<file path="src/rtl/axi4lite_slave_regs_if.sv">
// axi4lite_slave_regs_if: AXI4-Lite bus between a manager and the register-bank responder.
interface axi4lite_slave_regs_if #(
    parameter int ADDR_WIDTH = 32,
    parameter int DATA_WIDTH = 32
) ();
    logic [ADDR_WIDTH-1:0]   awaddr;
    logic [2:0]              awprot;
    logic                    awvalid;
    logic                    awready;
    logic [DATA_WIDTH-1:0]   wdata;
    logic [DATA_WIDTH/8-1:0] wstrb;
    logic                    wvalid;
    logic                    wready;
    logic [1:0]              bresp;
    logic                    bvalid;
    logic                    bready;
    logic [ADDR_WIDTH-1:0]   araddr;
    logic [2:0]              arprot;
    logic                    arvalid;
    logic                    arready;
    logic [DATA_WIDTH-1:0]   rdata;
    logic [1:0]              rresp;
    logic                    rvalid;
    logic                    rready;

    modport master (
        output awaddr, awprot, awvalid, wdata, wstrb, wvalid, bready,
        output araddr, arprot, arvalid, rready,
        input  awready, wready, bresp, bvalid, arready, rdata, rresp, rvalid
    );

    modport slave (
        input  awaddr, awprot, awvalid, wdata, wstrb, wvalid, bready,
        input  araddr, arprot, arvalid, rready,
        output awready, wready, bresp, bvalid, arready, rdata, rresp, rvalid
    );
endinterface

</file>
<file path="src/rtl/axi4lite_slave_regs.sv">
// axi4lite_slave_regs: AXI4-Lite responder holding NUM_REGS read/write control registers.
// Define AXIL_SLV_SLVERR_EN to answer out-of-range accesses with SLVERR instead of OKAY.
module axi4lite_slave_regs #(
    parameter int ADDR_WIDTH = 32,
    parameter int DATA_WIDTH = 32,
    parameter int NUM_REGS   = 8
) (
    input  logic                           aclk,
    input  logic                           aresetn,
    axi4lite_slave_regs_if.slave           s_axi,
    output logic [NUM_REGS*DATA_WIDTH-1:0] regs_o,
    output logic [NUM_REGS-1:0]            wr_pulse_o
);
    localparam int STRB_W   = DATA_WIDTH / 8;
    localparam int ADDR_LSB = $clog2(STRB_W);
    localparam int IDX_W    = $clog2(NUM_REGS);
    localparam int TOP_LSB  = ADDR_LSB + IDX_W;
    localparam logic [1:0] RESP_OKAY = 2'b00;
`ifdef AXIL_SLV_SLVERR_EN
    localparam logic [1:0] RESP_OOR = 2'b10;
`else
    localparam logic [1:0] RESP_OOR = 2'b00;
`endif

    logic                  r_aw_held;
    logic [ADDR_WIDTH-1:0] r_aw_addr;
    logic                  r_w_held;
    logic [DATA_WIDTH-1:0] r_w_data;
    logic [STRB_W-1:0]     r_w_strb;
    logic [DATA_WIDTH-1:0] r_regs [NUM_REGS];
    logic [NUM_REGS-1:0]   r_wr_pulse;
    logic                  r_bvalid;
    logic [1:0]            r_bresp;
    logic                  r_rvalid;
    logic [DATA_WIDTH-1:0] r_rdata;
    logic [1:0]            r_rresp;

    logic                  w_awready;
    logic                  w_wready;
    logic                  w_arready;
    logic                  w_aw_hs;
    logic                  w_w_hs;
    logic                  w_ar_hs;
    logic                  w_commit;
    logic [ADDR_WIDTH-1:0] w_wr_addr;
    logic [DATA_WIDTH-1:0] w_wr_data;
    logic [STRB_W-1:0]     w_wr_strb;
    logic                  w_wr_ok;
    logic [IDX_W-1:0]      w_wr_idx;
    logic [NUM_REGS-1:0]   w_wr_sel;
    logic                  w_rd_ok;
    logic [IDX_W-1:0]      w_rd_idx;
    logic                  w_unused;

    assign w_awready = !r_aw_held && !r_bvalid;
    assign w_wready  = !r_w_held && !r_bvalid;
    assign w_arready = !r_rvalid;
    assign w_aw_hs   = s_axi.awvalid && w_awready;
    assign w_w_hs    = s_axi.wvalid && w_wready;
    assign w_ar_hs   = s_axi.arvalid && w_arready;

    // Commit once both halves are present, whether held from earlier or arriving now
    assign w_commit  = (r_aw_held || w_aw_hs) && (r_w_held || w_w_hs);
    assign w_wr_addr = r_aw_held ? r_aw_addr : s_axi.awaddr;
    assign w_wr_data = r_w_held ? r_w_data : s_axi.wdata;
    assign w_wr_strb = r_w_held ? r_w_strb : s_axi.wstrb;
    assign w_wr_ok   = w_wr_addr[ADDR_WIDTH-1:TOP_LSB] == '0;
    assign w_wr_idx  = w_wr_addr[TOP_LSB-1:ADDR_LSB];
    assign w_wr_sel  = (w_commit && w_wr_ok) ? (NUM_REGS'(1) << w_wr_idx) : '0;
    assign w_rd_ok   = s_axi.araddr[ADDR_WIDTH-1:TOP_LSB] == '0;
    assign w_rd_idx  = s_axi.araddr[TOP_LSB-1:ADDR_LSB];
    assign w_unused  = &{1'b0, s_axi.awprot, s_axi.arprot, w_wr_addr[ADDR_LSB-1:0],
                         s_axi.araddr[ADDR_LSB-1:0]};

    assign s_axi.awready = w_awready;
    assign s_axi.wready  = w_wready;
    assign s_axi.arready = w_arready;
    assign s_axi.bvalid  = r_bvalid;
    assign s_axi.bresp   = r_bresp;
    assign s_axi.rvalid  = r_rvalid;
    assign s_axi.rdata   = r_rdata;
    assign s_axi.rresp   = r_rresp;
    assign wr_pulse_o    = r_wr_pulse;

    for (genvar g = 0; g < NUM_REGS; g++) begin : g_regs
        assign regs_o[g*DATA_WIDTH +: DATA_WIDTH] = r_regs[g];
    end

    always_ff @(posedge aclk or negedge aresetn) begin
        if (!aresetn) begin
            r_aw_held  <= 1'b0;
            r_aw_addr  <= '0;
            r_w_held   <= 1'b0;
            r_w_data   <= '0;
            r_w_strb   <= '0;
            r_regs     <= '{default: '0};
            r_wr_pulse <= '0;
            r_bvalid   <= 1'b0;
            r_bresp    <= RESP_OKAY;
            r_rvalid   <= 1'b0;
            r_rdata    <= '0;
            r_rresp    <= RESP_OKAY;
        end else begin
            r_aw_held  <= !w_commit && (r_aw_held || w_aw_hs);
            r_w_held   <= !w_commit && (r_w_held || w_w_hs);
            r_wr_pulse <= w_wr_sel;
            if (w_aw_hs)
                r_aw_addr <= s_axi.awaddr;
            if (w_w_hs) begin
                r_w_data <= s_axi.wdata;
                r_w_strb <= s_axi.wstrb;
            end
            for (int i = 0; i < NUM_REGS; i++)
                for (int b = 0; b < STRB_W; b++)
                    if (w_wr_sel[i] && w_wr_strb[b])
                        r_regs[i][b*8 +: 8] <= w_wr_data[b*8 +: 8];
            // A commit cannot coincide with a pending response: AW/W are stalled while bvalid
            if (w_commit) begin
                r_bvalid <= 1'b1;
                r_bresp  <= w_wr_ok ? RESP_OKAY : RESP_OOR;
            end else if (s_axi.bready) begin
                r_bvalid <= 1'b0;
            end
            // Sampled before this edge's write lands, so a colliding read sees the old value
            if (w_ar_hs) begin
                r_rvalid <= 1'b1;
                r_rdata  <= w_rd_ok ? r_regs[w_rd_idx] : '0;
                r_rresp  <= w_rd_ok ? RESP_OKAY : RESP_OOR;
            end else if (s_axi.rready) begin
                r_rvalid <= 1'b0;
            end
        end
    end
endmodule

</file>
<file path="src/flat_wrapper.sv">
// flat-port wrapper written by rule: the top's interface ports become plain ports
module axi4lite_slave_regs_flat 
#(
    parameter int ADDR_WIDTH = 32,
    parameter int DATA_WIDTH = 32,
    parameter int NUM_REGS   = 8
)
  (aclk, aresetn, regs_o, wr_pulse_o, s_axi_awaddr, s_axi_awprot, s_axi_awvalid, s_axi_wdata, s_axi_wstrb, s_axi_wvalid, s_axi_bready, s_axi_araddr, s_axi_arprot, s_axi_arvalid, s_axi_rready, s_axi_awready, s_axi_wready, s_axi_bresp, s_axi_bvalid, s_axi_arready, s_axi_rdata, s_axi_rresp, s_axi_rvalid);
  axi4lite_slave_regs_if #(.ADDR_WIDTH(ADDR_WIDTH), .DATA_WIDTH(DATA_WIDTH)) s_axi_i ();
  input  logic aclk;
  input  logic aresetn;
  output logic [NUM_REGS*DATA_WIDTH-1:0] regs_o;
  output logic [NUM_REGS-1:0] wr_pulse_o;
  input wire logic [$bits(s_axi_i.awaddr)-1:0] s_axi_awaddr;
  input wire logic [$bits(s_axi_i.awprot)-1:0] s_axi_awprot;
  input wire logic [$bits(s_axi_i.awvalid)-1:0] s_axi_awvalid;
  input wire logic [$bits(s_axi_i.wdata)-1:0] s_axi_wdata;
  input wire logic [$bits(s_axi_i.wstrb)-1:0] s_axi_wstrb;
  input wire logic [$bits(s_axi_i.wvalid)-1:0] s_axi_wvalid;
  input wire logic [$bits(s_axi_i.bready)-1:0] s_axi_bready;
  input wire logic [$bits(s_axi_i.araddr)-1:0] s_axi_araddr;
  input wire logic [$bits(s_axi_i.arprot)-1:0] s_axi_arprot;
  input wire logic [$bits(s_axi_i.arvalid)-1:0] s_axi_arvalid;
  input wire logic [$bits(s_axi_i.rready)-1:0] s_axi_rready;
  output wire logic [$bits(s_axi_i.awready)-1:0] s_axi_awready;
  output wire logic [$bits(s_axi_i.wready)-1:0] s_axi_wready;
  output wire logic [$bits(s_axi_i.bresp)-1:0] s_axi_bresp;
  output wire logic [$bits(s_axi_i.bvalid)-1:0] s_axi_bvalid;
  output wire logic [$bits(s_axi_i.arready)-1:0] s_axi_arready;
  output wire logic [$bits(s_axi_i.rdata)-1:0] s_axi_rdata;
  output wire logic [$bits(s_axi_i.rresp)-1:0] s_axi_rresp;
  output wire logic [$bits(s_axi_i.rvalid)-1:0] s_axi_rvalid;
  assign s_axi_i.awaddr = s_axi_awaddr;
  assign s_axi_i.awprot = s_axi_awprot;
  assign s_axi_i.awvalid = s_axi_awvalid;
  assign s_axi_i.wdata = s_axi_wdata;
  assign s_axi_i.wstrb = s_axi_wstrb;
  assign s_axi_i.wvalid = s_axi_wvalid;
  assign s_axi_i.bready = s_axi_bready;
  assign s_axi_i.araddr = s_axi_araddr;
  assign s_axi_i.arprot = s_axi_arprot;
  assign s_axi_i.arvalid = s_axi_arvalid;
  assign s_axi_i.rready = s_axi_rready;
  assign s_axi_awready = s_axi_i.awready;
  assign s_axi_wready = s_axi_i.wready;
  assign s_axi_bresp = s_axi_i.bresp;
  assign s_axi_bvalid = s_axi_i.bvalid;
  assign s_axi_arready = s_axi_i.arready;
  assign s_axi_rdata = s_axi_i.rdata;
  assign s_axi_rresp = s_axi_i.rresp;
  assign s_axi_rvalid = s_axi_i.rvalid;
  axi4lite_slave_regs #(.ADDR_WIDTH(ADDR_WIDTH), .DATA_WIDTH(DATA_WIDTH), .NUM_REGS(NUM_REGS)) u_core (.aclk(aclk), .aresetn(aresetn), .s_axi(s_axi_i), .regs_o(regs_o), .wr_pulse_o(wr_pulse_o));
endmodule
</file>
<file path="config.mk">
export PLATFORM = sky130hd
export DESIGN_NAME = axi4lite_slave_regs_flat
export DESIGN_NICKNAME = d
export VERILOG_FILES = /design/src/rtl/axi4lite_slave_regs_if.sv /design/src/rtl/axi4lite_slave_regs.sv /design/src/flat_wrapper.sv
export SDC_FILE = /design/constraint.sdc
export NUM_CORES = 1
export LEC_CHECK = 0
export CAP_MARGIN = 5
export CORE_UTILIZATION = 54
export DETAILED_ROUTE_END_ITERATION = 12
export DONT_BUFFER_PORTS = 1
export GPL_TIMING_DRIVEN = 0
export PLACE_DENSITY = 0.69
export RECOVER_POWER = 100
export SYNTH_ARGS = -nofsm -noshare
export SYNTH_HDL_FRONTEND = slang
export SYNTH_SLANG_ARGS = --single-unit
</file>
<file path="constraint.sdc">
create_clock -name aclk -period 3.1 [get_ports aclk]
set_clock_uncertainty 0.1 [all_clocks]
set_input_delay 0.465 -clock aclk [delete_from_list [all_inputs] [get_ports aclk]]
set_output_delay 0.465 -clock aclk [all_outputs]
set_load 0.005 [all_outputs]
</file>
# Yosys cells after proc, flatten, opt, wreduce, memory -nomap -nowiden
# Cells that the tools add are included.
totals:
  reg_bits: 368
  in_bits: 113
  out_inout_bits: 305
  word_cells: 108
classes:
  order_cmp: 1
  n_shift: 1
  muxes: 12
  n_bitwise: 1
  reduce_logical: 52
ops:
  columns: ["op", "n"]
  rows:
  - ["$mux 32", 5]
  - ["$bmux 32 s3", 1]
  - ["$logic_not 27->1", 2]
  - ["$logic_and 1x1->1", 41]
  - ["$mux 8", 1]
  - ["$shl 1x3->8 const A", 1]
  - ["$logic_not 1->1", 5]
  - ["$ge 4x4->1 const B", 1]
  - ["$mux 1", 4]
  - ["$mux 4", 1]
  - ["$not 3->4", 1]
  - ["$reduce_bool 2->1", 2]
  - ["$logic_or 1x1->1", 2]

# Depth between registers and ports, before layout
# Gate-level depths: netlist of the first run.
depth:
  depth_word: 8
  mapped_depth: 8

# Worst setup path after synthesis of the first run
# Ideal clock, no wire load.
synth_timing:
  path_type: "register to register"
  start: "reg u_core.r_aw_held"
  end: "reg u_core.r_regs (netlist bit u_core.regs_o[0])"
  setup_time_ns: 0.125
  arrival_ns: 2.232
  t_required_ns: 2.875
  slack_ns: 0.644
  path_stages_with_launch: 8
  n_path_buf: 2
  cell_sequence: "dfrtp_1 > buf_4 > nor4_1 > nand2_1 > a2111oi_4 > buf_8 > nand4_4 > mux2_2"
synth_via:
  elab_chain_cells: 8
synth_lines:
  columns: ["item", "line_no", "source"]
  rows:
  - ["start: declaration", "axi4lite_slave_regs.sv:25", "logic r_aw_held;"]
  - ["start signal: assignment", "axi4lite_slave_regs.sv:104", "r_aw_held <= !w_commit && (r_aw_held || w_aw_hs);"]
  - ["branches (longest 6 deep; another with $mux 32)", null, null]
  - ["$mux 8 (*)", "axi4lite_slave_regs.sv:69", "assign w_wr_sel = (w_commit && w_wr_ok) ? (NUM_REGS'(1) << w_wr_idx) : '0;"]
  - ["$logic_and 1x1->1 (*)", "axi4lite_slave_regs.sv:115", "if (w_wr_sel[i] && w_wr_strb[b])"]
  - ["end signal: indexed assignment", "axi4lite_slave_regs.sv:116", "r_regs[i][b*8 +: 8] <= w_wr_data[b*8 +: 8];"]
  - ["end: declaration", "axi4lite_slave_regs.sv:30", "logic [DATA_WIDTH-1:0] r_regs [NUM_REGS];"]
# Every way passes the cells marked *.
# A chain may end at the register's enable or synchronous reset.

# Final worst setup path of the first run
layout_timing:
  start: "reg u_core.r_aw_held"
  end: "reg u_core.r_regs (netlist bit u_core.regs_o[205])"
# Same word-level chain as after synthesis.

==> results.sh, run 1 <==
export IMPL_use_met3=0.100
export IMPL_synth_async_reset_ratio=1.00
export IMPL_worstPathArrival_ps=3270
export IMPL_fp_dieW_um=177
export IMPL_synth_flop_cell="dfrtp_1"
export IMPL_fin_nets=1275
export IMPL_slew_headroom=0.233
export IMPL_gp_congestion=0.815
export IMPL_critical_path_class="reg2reg"
export IMPL_min_path_type="in2async"
export IMPL_htreeDepth=2
export IMPL_die_area_mm2=0.0314
export IMPL_status="finished, violations left"
export IMPL_fin_util=0.638
export IMPL_grt_pass1_vias=10700
export IMPL_cp_required_ps=3410
export IMPL_core_area_mm2=0.0300
export IMPL_comb_power_share=0.164
export IMPL_maxCapViolations=0
export IMPL_finalCritPeriodShare=0.955
export IMPL_setup_viol=0
export IMPL_track_usage=0.303
export IMPL_drtIter0Drc=567
export IMPL_worstMarginPinSlew_ps=1150
export IMPL_grt_pass1_wl_um=69800
export IMPL_vias=9961
export IMPL_fin_cells=1582
export IMPL_cts_tree="done"
export IMPL_synth_seq_cells=366
export IMPL_grt_max_degree=367
export IMPL_areaGrowthSynthToFinish_pct=15.0
export IMPL_detail_route_antenna_nets=0
export IMPL_p_clk_frac=0.387
export IMPL_n_fill_cell=2213
export IMPL_rows=63
export IMPL_final_common_cell="dfrtp_1"
export IMPL_syn_avg_cell_area_um2=15.8
export IMPL_peakVddDrop_mv=0.574
export IMPL_min_period_ps=2960
export IMPL_seqPwrFrac=0.449
export IMPL_pre_cts_ws_ps=-187
export IMPL_syn_area_mm2=0.0166
export IMPL_place_hpwl_um=31200
export IMPL_regArea_mm2=0.00916
export IMPL_rsz0062_at_grt="false"
export IMPL_cp_max_fo=10
export IMPL_cts_made_buffers=39
export IMPL_ios=418
export IMPL_final_hold_viol_count=366
export IMPL_wire_per_inst_um=29.6
export IMPL_layout_common_cells="dfrtp_1, mux2_2, dlygate4sd3_1, mux4_2"
export IMPL_gr_usage_met1=0.383
export IMPL_avgViaCountPerCell=6.30
export IMPL_gr_usage_met2=0.493
export IMPL_clock_fmax_mhz=338
export IMPL_antenna_found_initial=0
export IMPL_multi_input_area_mm2=0.00718
export IMPL_syn_inst=1050
export IMPL_drt_total_wl_um=46800
export IMPL_clkLatencyLatePin_ps=530
export IMPL_drv_slew=0
export IMPL_ys_warn_count=0
export IMPL_worst_setup_path_start_kind="register"
export IMPL_internal_power_mw=8.93
export IMPL_violations="hold timing"
export IMPL_dpl_cell_count=1443
export IMPL_initial_core_util=0.554
export IMPL_grt_overflow=0
export IMPL_fin_ws_ps=141
export IMPL_clk_pin_slew_ps=60
export IMPL_port_buffers=0
export IMPL_top_usage_layer="met2"
export IMPL_root_buffer="clkbuf_16"
export IMPL_clkSinkCount=366
export IMPL_synth_edf_count=0
export IMPL_powerDensity_mw_per_mm2=640
export IMPL_diodes=0
export IMPL_first_pass_iters=4
export IMPL_switching_share=0.269
export IMPL_p_leak_nw=9.14
export IMPL_seq_area_frac_synth=0.552
export IMPL_synth_distinct_cells=31
export IMPL_clockBufferDepth=3
export IMPL_hold_ws_ps=-458
export IMPL_switching_power_mw=3.29
export IMPL_die_h_um=177
export IMPL_drc=0
export IMPL_critPathCaptureType="register"
export IMPL_drive_gt1_frac=0.445
export IMPL_cts_hold_buf=68
-- registers in the layout (all words and copies together) (netlist names) --
name,cells
u_core.regs_o,256
u_core.r_w_data,32
u_core.r_aw_held,1
u_core.r_w_strb,4
u_core.s_axi.rdata,32
u_core.s_axi.rvalid,1
u_core.r_aw_addr,30
u_core.r_w_held,1
u_core.wr_pulse_o,8
u_core.s_axi.bvalid,1
-- path summary, 6_finish.rpt --
path | start | endpoint | slack [ps] | cells past startpoint
max | u_core.r_aw_held | u_core.regs_o[205] | 140 | 6
min | aresetn | u_core.s_axi.rdata[4] | -460 | 0
max reg2reg | u_core.r_aw_held | u_core.regs_o[205] | 140 | 6
min reg2reg | u_core.r_w_data[14] | u_core.r_w_data[14] | 400 | 1
max in group asynchronous | aresetn | u_core.regs_o[202] | 2680 | 0
min in group aclk | s_axi_awvalid | u_core.r_w_held | 130 | 2
-- power groups by stage --
| stage | Clock (mW) | Combinational, mW | Sequential, mW |
|---|---|---|---|
| finish | 4.72 | 2.01 | 5.48 |
| global route | 5.01 | 2.18 | 5.54 |
| CTS | 4.79 | 2.02 | 5.47 |
| detailed placement | 0 | 1.94 | 5.56 |
| global placement | 0 | 1.91 | 5.53 |
| floorplan | 0 | 1.51 | 5.49 |
-- final cells by class --
| class | count | area share |
|---|---|---|
| sequential | 366 | 0.480 |
| multi-input combinational | 630 | 0.376 |
| clock buffer | 59 | 0.0624 |
| timing repair buffer | 68 | 0.0356 |
| tap | 390 | 0.0256 |
| buffer | 52 | 0.0132 |
| clock inverter | 12 | 0.00655 |
| inverter | 5 | 0.000983 |
-- stage by stage --
step                      hold slack, ps  cell area (um2)  total power, mW  TNS (ps)
after floorplan                     69.4            16600             6.99         0
after global placement              78.0            17100             7.44     -2270
after detailed placement            79.0            17100             7.50     -3710
after CTS                           -473            19100             12.3         0
after global routing                -480            19100             12.7         0
final                               -458            19100             12.2         0
-- worst max-delay path, cell delays in order (launching register included) --
cell and delay, ps:
dfrtp_1 370, buf_4 180, nor4_1 280, nand2_1 130, a2111oi_4 770, nand4_2 550
mux2_2 450
-- cells by family after synthesis --
group,share of synthesized area
buffers and inverters,0.0163
muxes,0.349
DFF,0.552
other,0.000226
AOI/OAI and AO/OA,0.0161
and+or+nand+nor,0.0664
-- cell usage after synthesis, types with 3 or more instances --
| cell type | number | area (um2) |
|---|---|---|
| nand4_2 | 4 | 50.1 |
| buf_2 | 6 | 30.0 |
| buf_1 | 16 | 60.1 |
| nand2_1 | 39 | 146 |
| nor4_1 | 13 | 81.3 |
| clkbuf_1 | 22 | 82.6 |
| nand4_1 | 3 | 18.8 |
| o32ai_1 | 4 | 35.0 |
| nor3_1 | 6 | 30.0 |
| dfrtp_1 | 366 | 9160 |
| inv_1 | 5 | 18.8 |
| mux2i_1 | 37 | 370 |
| buf_4 | 5 | 37.5 |
| mux4_2 | 64 | 1440 |
| mux2_2 | 354 | 3990 |
| nor2_1 | 15 | 56.3 |
| o21ai_0 | 35 | 175 |
| nand4_4 | 28 | 596 |
| nor2b_1 | 10 | 62.6 |
-- per-layer routing --
metal	share of wire	wire [um]
met4	0.028	1300
met5	0	0
met2	0.49	22700
met1	0.39	18200
met3	0.098	4570
-- repair_timing --
action,in CTS,in global routing
buffers inserted,0,0
endpoints found under the hold margin,434,366
endpoints found under the setup margin,0,16
resized for setup,0,3
Power figures use the tool's default switching activity.
==> inputs of run 2 (changes only) <==
--- a/config.mk
+++ b/config.mk
@@ -10,6 +10,7 @@
 export DETAILED_ROUTE_END_ITERATION = 12
 export DONT_BUFFER_PORTS = 1
 export GPL_TIMING_DRIVEN = 0
+export HOLD_SLACK_MARGIN = 0.15
 export PLACE_DENSITY = 0.69
 export RECOVER_POWER = 100
 export SYNTH_ARGS = -nofsm -noshare
==> results.sh, run 2 (same netlist as run 1, synthesis figures left out) <==
export IMPL_clockBufferDepth=3
export IMPL_die_h_um=177
export IMPL_drv_slew=0
export IMPL_avgViaCountPerCell=6.31
export IMPL_hold_ws_ps=-458
export IMPL_rows=63
export IMPL_comb_power_share=0.164
export IMPL_ios=418
export IMPL_cp_top_family="simple AND/OR/NAND/NOR gates"
export IMPL_slew_headroom=0.233
export IMPL_drc=0
export IMPL_worstMarginPinSlew_ps=1150
export IMPL_port_buffers=0
export IMPL_track_usage=0.303
export IMPL_largest_reg_flops=256
export IMPL_n_fill_cell=2212
export IMPL_cp_cell_sequence="buf_4 -> nor4_1 -> nand2_1 -> a2111oi_4 -> nand4_2 -> mux2_2"
export IMPL_critPathCaptureType="register"
export IMPL_p_leak_nw=9.15
export IMPL_cts_made_buffers=39
export IMPL_final_common_cell="dfrtp_1"
export IMPL_crit_buf_inv=1
export IMPL_maxCapViolations=0
export IMPL_areaGrowthSynthToFinish_pct=15.1
export IMPL_clk_pin_slew_ps=60
export IMPL_gp_congestion=0.815
export IMPL_powerDensity_mw_per_mm2=639
export IMPL_peakVddDrop_mv=0.574
export IMPL_rsz0062_at_grt="false"
export IMPL_reg2reg_depth=6
export IMPL_cp_max_fo=10
export IMPL_path_depth=6
export IMPL_clkLatencyLatePin_ps=530
export IMPL_fin_nets=1276
export IMPL_cp_required_ps=3410
export IMPL_seqPwrFrac=0.449
export IMPL_cts_hold_buf=69
export IMPL_root_buffer="clkbuf_16"
export IMPL_htreeDepth=2
export IMPL_place_hpwl_um=31200
export IMPL_core_area_mm2=0.0300
export IMPL_wire_per_inst_um=29.5
export IMPL_multi_input_area_mm2=0.00718
export IMPL_grt_max_degree=367
export IMPL_antenna_found_initial=0
export IMPL_design_area_mm2=0.0191
export IMPL_switching_share=0.269
export IMPL_first_pass_iters=5
export IMPL_regArea_mm2=0.00916
export IMPL_slowest_delay_ps=770
export IMPL_clkSinkCount=366
export IMPL_drive_gt1_frac=0.444
export IMPL_min_period_ps=2950
export IMPL_r2r_end="u_core.regs_o[240]"
export IMPL_worstPathArrival_ps=3260
export IMPL_grt_pass1_wl_um=69900
export IMPL_r2r_start="u_core.r_aw_held"
export IMPL_finalCritPeriodShare=0.951
export IMPL_p_total_mw=12.2
export IMPL_internal_power_mw=8.93
export IMPL_worst_setup_path_start_kind="register"
export IMPL_die_area_mm2=0.0314
export IMPL_vias=9986
export IMPL_drt_total_wl_um=46700
export IMPL_detail_route_antenna_nets=0
export IMPL_cp_slowest_cell="a2111oi_4"
export IMPL_grt_overflow=0
export IMPL_cts_tree="done"
export IMPL_fp_dieW_um=177
export IMPL_layout_common_cells="dfrtp_1, mux2_2, dlygate4sd3_1, mux4_2"
export IMPL_place_area_mm2=0.0171
export IMPL_critical_path_class="reg2reg"
export IMPL_min_path_type="in2async"
export IMPL_final_hold_viol_count=366
export IMPL_p_clk_frac=0.387
export IMPL_violations="hold timing"
export IMPL_clock_fmax_mhz=339
export IMPL_diodes=0
export IMPL_status="finished, violations left"
export IMPL_setup_viol=0
export IMPL_r2r_slack_ps=150
export IMPL_switching_power_mw=3.29
export IMPL_post_cts_buffers=0
export IMPL_drtIter0Drc=619
export IMPL_grt_pass1_vias=10700
export IMPL_initial_core_util=0.554
==> run 2: worst reg2reg max path: cells and delay by family (launching register included) <==
| family | cells | cell delay, ps |
|---|---|---|
| AO/OA/AOI/OAI | 1 | 770 |
| buffers and inverters | 1 | 180 |
| flip-flops | 1 | 370 |
| multiplexers | 1 | 450 |
| AND/OR/NAND/NOR | 3 | 960 |
==> run 2: per-layer routing <==
metal	track usage	routed length, um
met1	0.384	18100
met2	0.493	22900
met3	0.100	4570
met4	0.0965	1180
met5	0	0
==> run 2: how the worst max path moves through the flow <==
stage / startpoint / end / slack (ps)
2_1_floorplan: u_core.r_aw_held / u_core.regs_o[0] / 640
3_3_place_gp: s_axi_araddr[2] / u_core.s_axi.rdata[31] / -180
3_5_place_dp: s_axi_araddr[2] / u_core.s_axi.rdata[31] / -190
4_1_cts: u_core.r_w_held / u_core.regs_o[240] / 120
5_1_grt: u_core.r_aw_held / u_core.regs_o[203] / 9
6_report: u_core.r_aw_held / u_core.regs_o[240] / 150
==> run 2: what timing repair did <==
| item | in CTS | in global routing |
|---|---|---|
| gates resized for setup | 0 | 3 |
| endpoints found under the setup margin | 0 | 16 |
| hold endpoints to repair | 435 | 366 |
==> run 2: layout make-up <==
class	instances	area share
flip-flops and latches	366	0.479
multi-input cells	630	0.376
clock buffers	59	0.0623
repair buffers	69	0.0361
well taps	390	0.0255
plain buffers	52	0.0132
clock inverters	12	0.00655
inverters	5	0.000982
==> run 2: metrics by stage <==
stage / setup slack [ps] / util / setup TNS, ps / instances
after detailed placement: -187 / 0.571 / -3710 / 1443
final: 152 / 0.638 / 0 / 1583
after CTS: 122 / 0.638 / 0 / 1583
after floorplan: 644 / - / 0 / 1053
after global routing: 9.22 / 0.638 / 0 / 1583
after global placement: -177 / 0.571 / -2270 / 1443
==> run 2: power by group through the flow <==
stage	Clock [mW]	Combinational, mW	Sequential (mW)
CTS	4.79	2.02	5.47
finish	4.73	2.01	5.48
floorplan	0	1.51	5.49
detailed placement	0	1.94	5.56
global placement	0	1.91	5.53
global route	5.01	2.18	5.54
==> inputs of run 3 (changes only) <==
==> constraint.sdc (replaced) <==
create_clock -name aclk -period 3.2 [get_ports aclk]
set_clock_uncertainty 0.1 [all_clocks]
set_input_delay 0.48 -clock aclk [delete_from_list [all_inputs] [get_ports aclk]]
set_output_delay 0.48 -clock aclk [all_outputs]
set_load 0.005 [all_outputs]
==> results.sh, run 3 (same netlist as run 1, synthesis figures left out) <==
export IMPL_status="finished, violations left"
export IMPL_violations="hold timing"
export IMPL_track_usage=0.303
export IMPL_rsz0062_at_grt="false"
export IMPL_diodes=0
export IMPL_r2r_start="u_core.r_aw_held"
export IMPL_fin_nets=1276
export IMPL_clkLatencyLatePin_ps=530
export IMPL_design_area_mm2=0.0190
export IMPL_internal_power_mw=8.65
export IMPL_first_pass_iters=4
export IMPL_cts_tree="done"
export IMPL_p_clk_frac=0.388
export IMPL_crit_buf_inv=2
export IMPL_initial_core_util=0.554
export IMPL_min_period_ps=3020
export IMPL_root_buffer="clkbuf_16"
export IMPL_antenna_found_initial=0
export IMPL_layout_common_cells="dfrtp_1, mux2_2, dlygate4sd3_1, mux4_2"
export IMPL_clk_pin_slew_ps=60
export IMPL_drv_slew=0
export IMPL_worst_setup_path_start_kind="register"
export IMPL_fp_dieW_um=177
export IMPL_cts_hold_buf=69
export IMPL_maxCapViolations=0
export IMPL_vias=9979
export IMPL_pre_cts_ws_ps=-102
export IMPL_port_buffers=0
export IMPL_cp_top_family="simple AND/OR/NAND/NOR gates"
export IMPL_place_hpwl_um=31200
export IMPL_htreeDepth=2
export IMPL_final_hold_viol_count=366
export IMPL_powerDensity_mw_per_mm2=621
export IMPL_worstMarginPinSlew_ps=1140
export IMPL_worstPathArrival_ps=3330
export IMPL_critPathCaptureType="register"
export IMPL_switching_power_mw=3.17
export IMPL_detail_route_antenna_nets=0
export IMPL_drc=0
export IMPL_min_path_type="in2async"
export IMPL_ios=418
export IMPL_drive_gt1_frac=0.443
export IMPL_fin_ws_ps=183
export IMPL_p_leak_nw=9.10
export IMPL_areaGrowthSynthToFinish_pct=14.7
export IMPL_clkSinkCount=366
export IMPL_final_common_cell="dfrtp_1"
export IMPL_clock_fmax_mhz=331
export IMPL_grt_overflow=0
export IMPL_core_area_mm2=0.0300
export IMPL_reg2reg_depth=7
export IMPL_cp_cell_sequence="buf_4 -> nor4_1 -> nand2_1 -> a2111oi_4 -> buf_8 -> nand4_2 -> mux2_2"
export IMPL_post_cts_buffers=0
export IMPL_die_h_um=177
export IMPL_grt_pass1_wl_um=69900
export IMPL_cts_made_buffers=39
export IMPL_switching_share=0.268
export IMPL_r2r_end="u_core.regs_o[197]"
export IMPL_drt_total_wl_um=46800
export IMPL_peakVddDrop_mv=0.557
export IMPL_avgViaCountPerCell=6.30
export IMPL_place_area_mm2=0.0171
export IMPL_rows=63
export IMPL_cp_max_fo=10
export IMPL_gp_congestion=0.815
export IMPL_seqPwrFrac=0.449
export IMPL_hold_ws_ps=-443
export IMPL_p_total_mw=11.8
export IMPL_clockBufferDepth=3
export IMPL_finalCritPeriodShare=0.943
export IMPL_slowest_delay_ps=760
export IMPL_r2r_slack_ps=180
export IMPL_critical_path_class="reg2reg"
export IMPL_cp_required_ps=3510
export IMPL_wire_per_inst_um=29.6
export IMPL_n_fill_cell=2225
export IMPL_die_area_mm2=0.0314
export IMPL_slew_headroom=0.242
export IMPL_cp_slowest_cell="a2111oi_4"
export IMPL_drtIter0Drc=601
export IMPL_grt_max_degree=367
export IMPL_grt_pass1_vias=10700
export IMPL_comb_power_share=0.163
export IMPL_largest_reg_flops=256
export IMPL_cts_resized=0
export IMPL_setup_viol=0
## run 3: metrics by stage
stage / TNS, ps / utilization / std cells
floorplan: 0 / - / 1053
global placement: -406 / 0.571 / 1443
detailed placement: -1100 / 0.571 / 1443
CTS: 0 / 0.638 / 1583
global route: 0 / 0.636 / 1583
finish: 0 / 0.636 / 1583
## run 3: worst max-delay path by stage
stage | slack, ps | from | depth (start not counted) | to
floorplan | 740 | u_core.r_aw_held | 7 | u_core.regs_o[0]
global placement | -90 | s_axi_araddr[2] | 5 | u_core.s_axi.rdata[31]
detailed placement | -100 | s_axi_araddr[2] | 5 | u_core.s_axi.rdata[31]
CTS | 220 | u_core.r_w_held | 5 | u_core.regs_o[240]
global route | 30 | u_core.r_aw_held | 7 | u_core.regs_o[195]
finish | 180 | u_core.r_aw_held | 7 | u_core.regs_o[197]
## run 3: routing by layer
metal	global-route usage	wire (um)	vias to the layer above
li1	-	-	4180
met1	0.384	18100	5312
met2	0.493	22800	408
met3	0.100	4610	79
met4	0.0965	1240	0
met5	0	0	-
## run 3: layout make-up
| cell class | instances | area (um2) | share of cell area |
|---|---|---|---|
| clock inverter | 12 | 125 | 0.00657 |
| buffer | 52 | 251 | 0.0132 |
| timing repair buffer | 69 | 691 | 0.0363 |
| tap | 390 | 488 | 0.0256 |
| sequential | 366 | 9160 | 0.481 |
| clock buffer | 59 | 1190 | 0.0625 |
| multi-input combinational | 630 | 7120 | 0.374 |
| inverter | 5 | 18.8 | 0.000985 |
## run 3: power groups by stage
stage / Sequential [mW] / Combinational (mW) / Clock [mW]
after floorplan: 5.32 / 1.46 / 0
after global placement: 5.36 / 1.85 / 0
after detailed placement: 5.39 / 1.88 / 0
after CTS: 5.30 / 1.96 / 4.64
after global routing: 5.37 / 2.09 / 4.85
final: 5.31 / 1.93 / 4.59
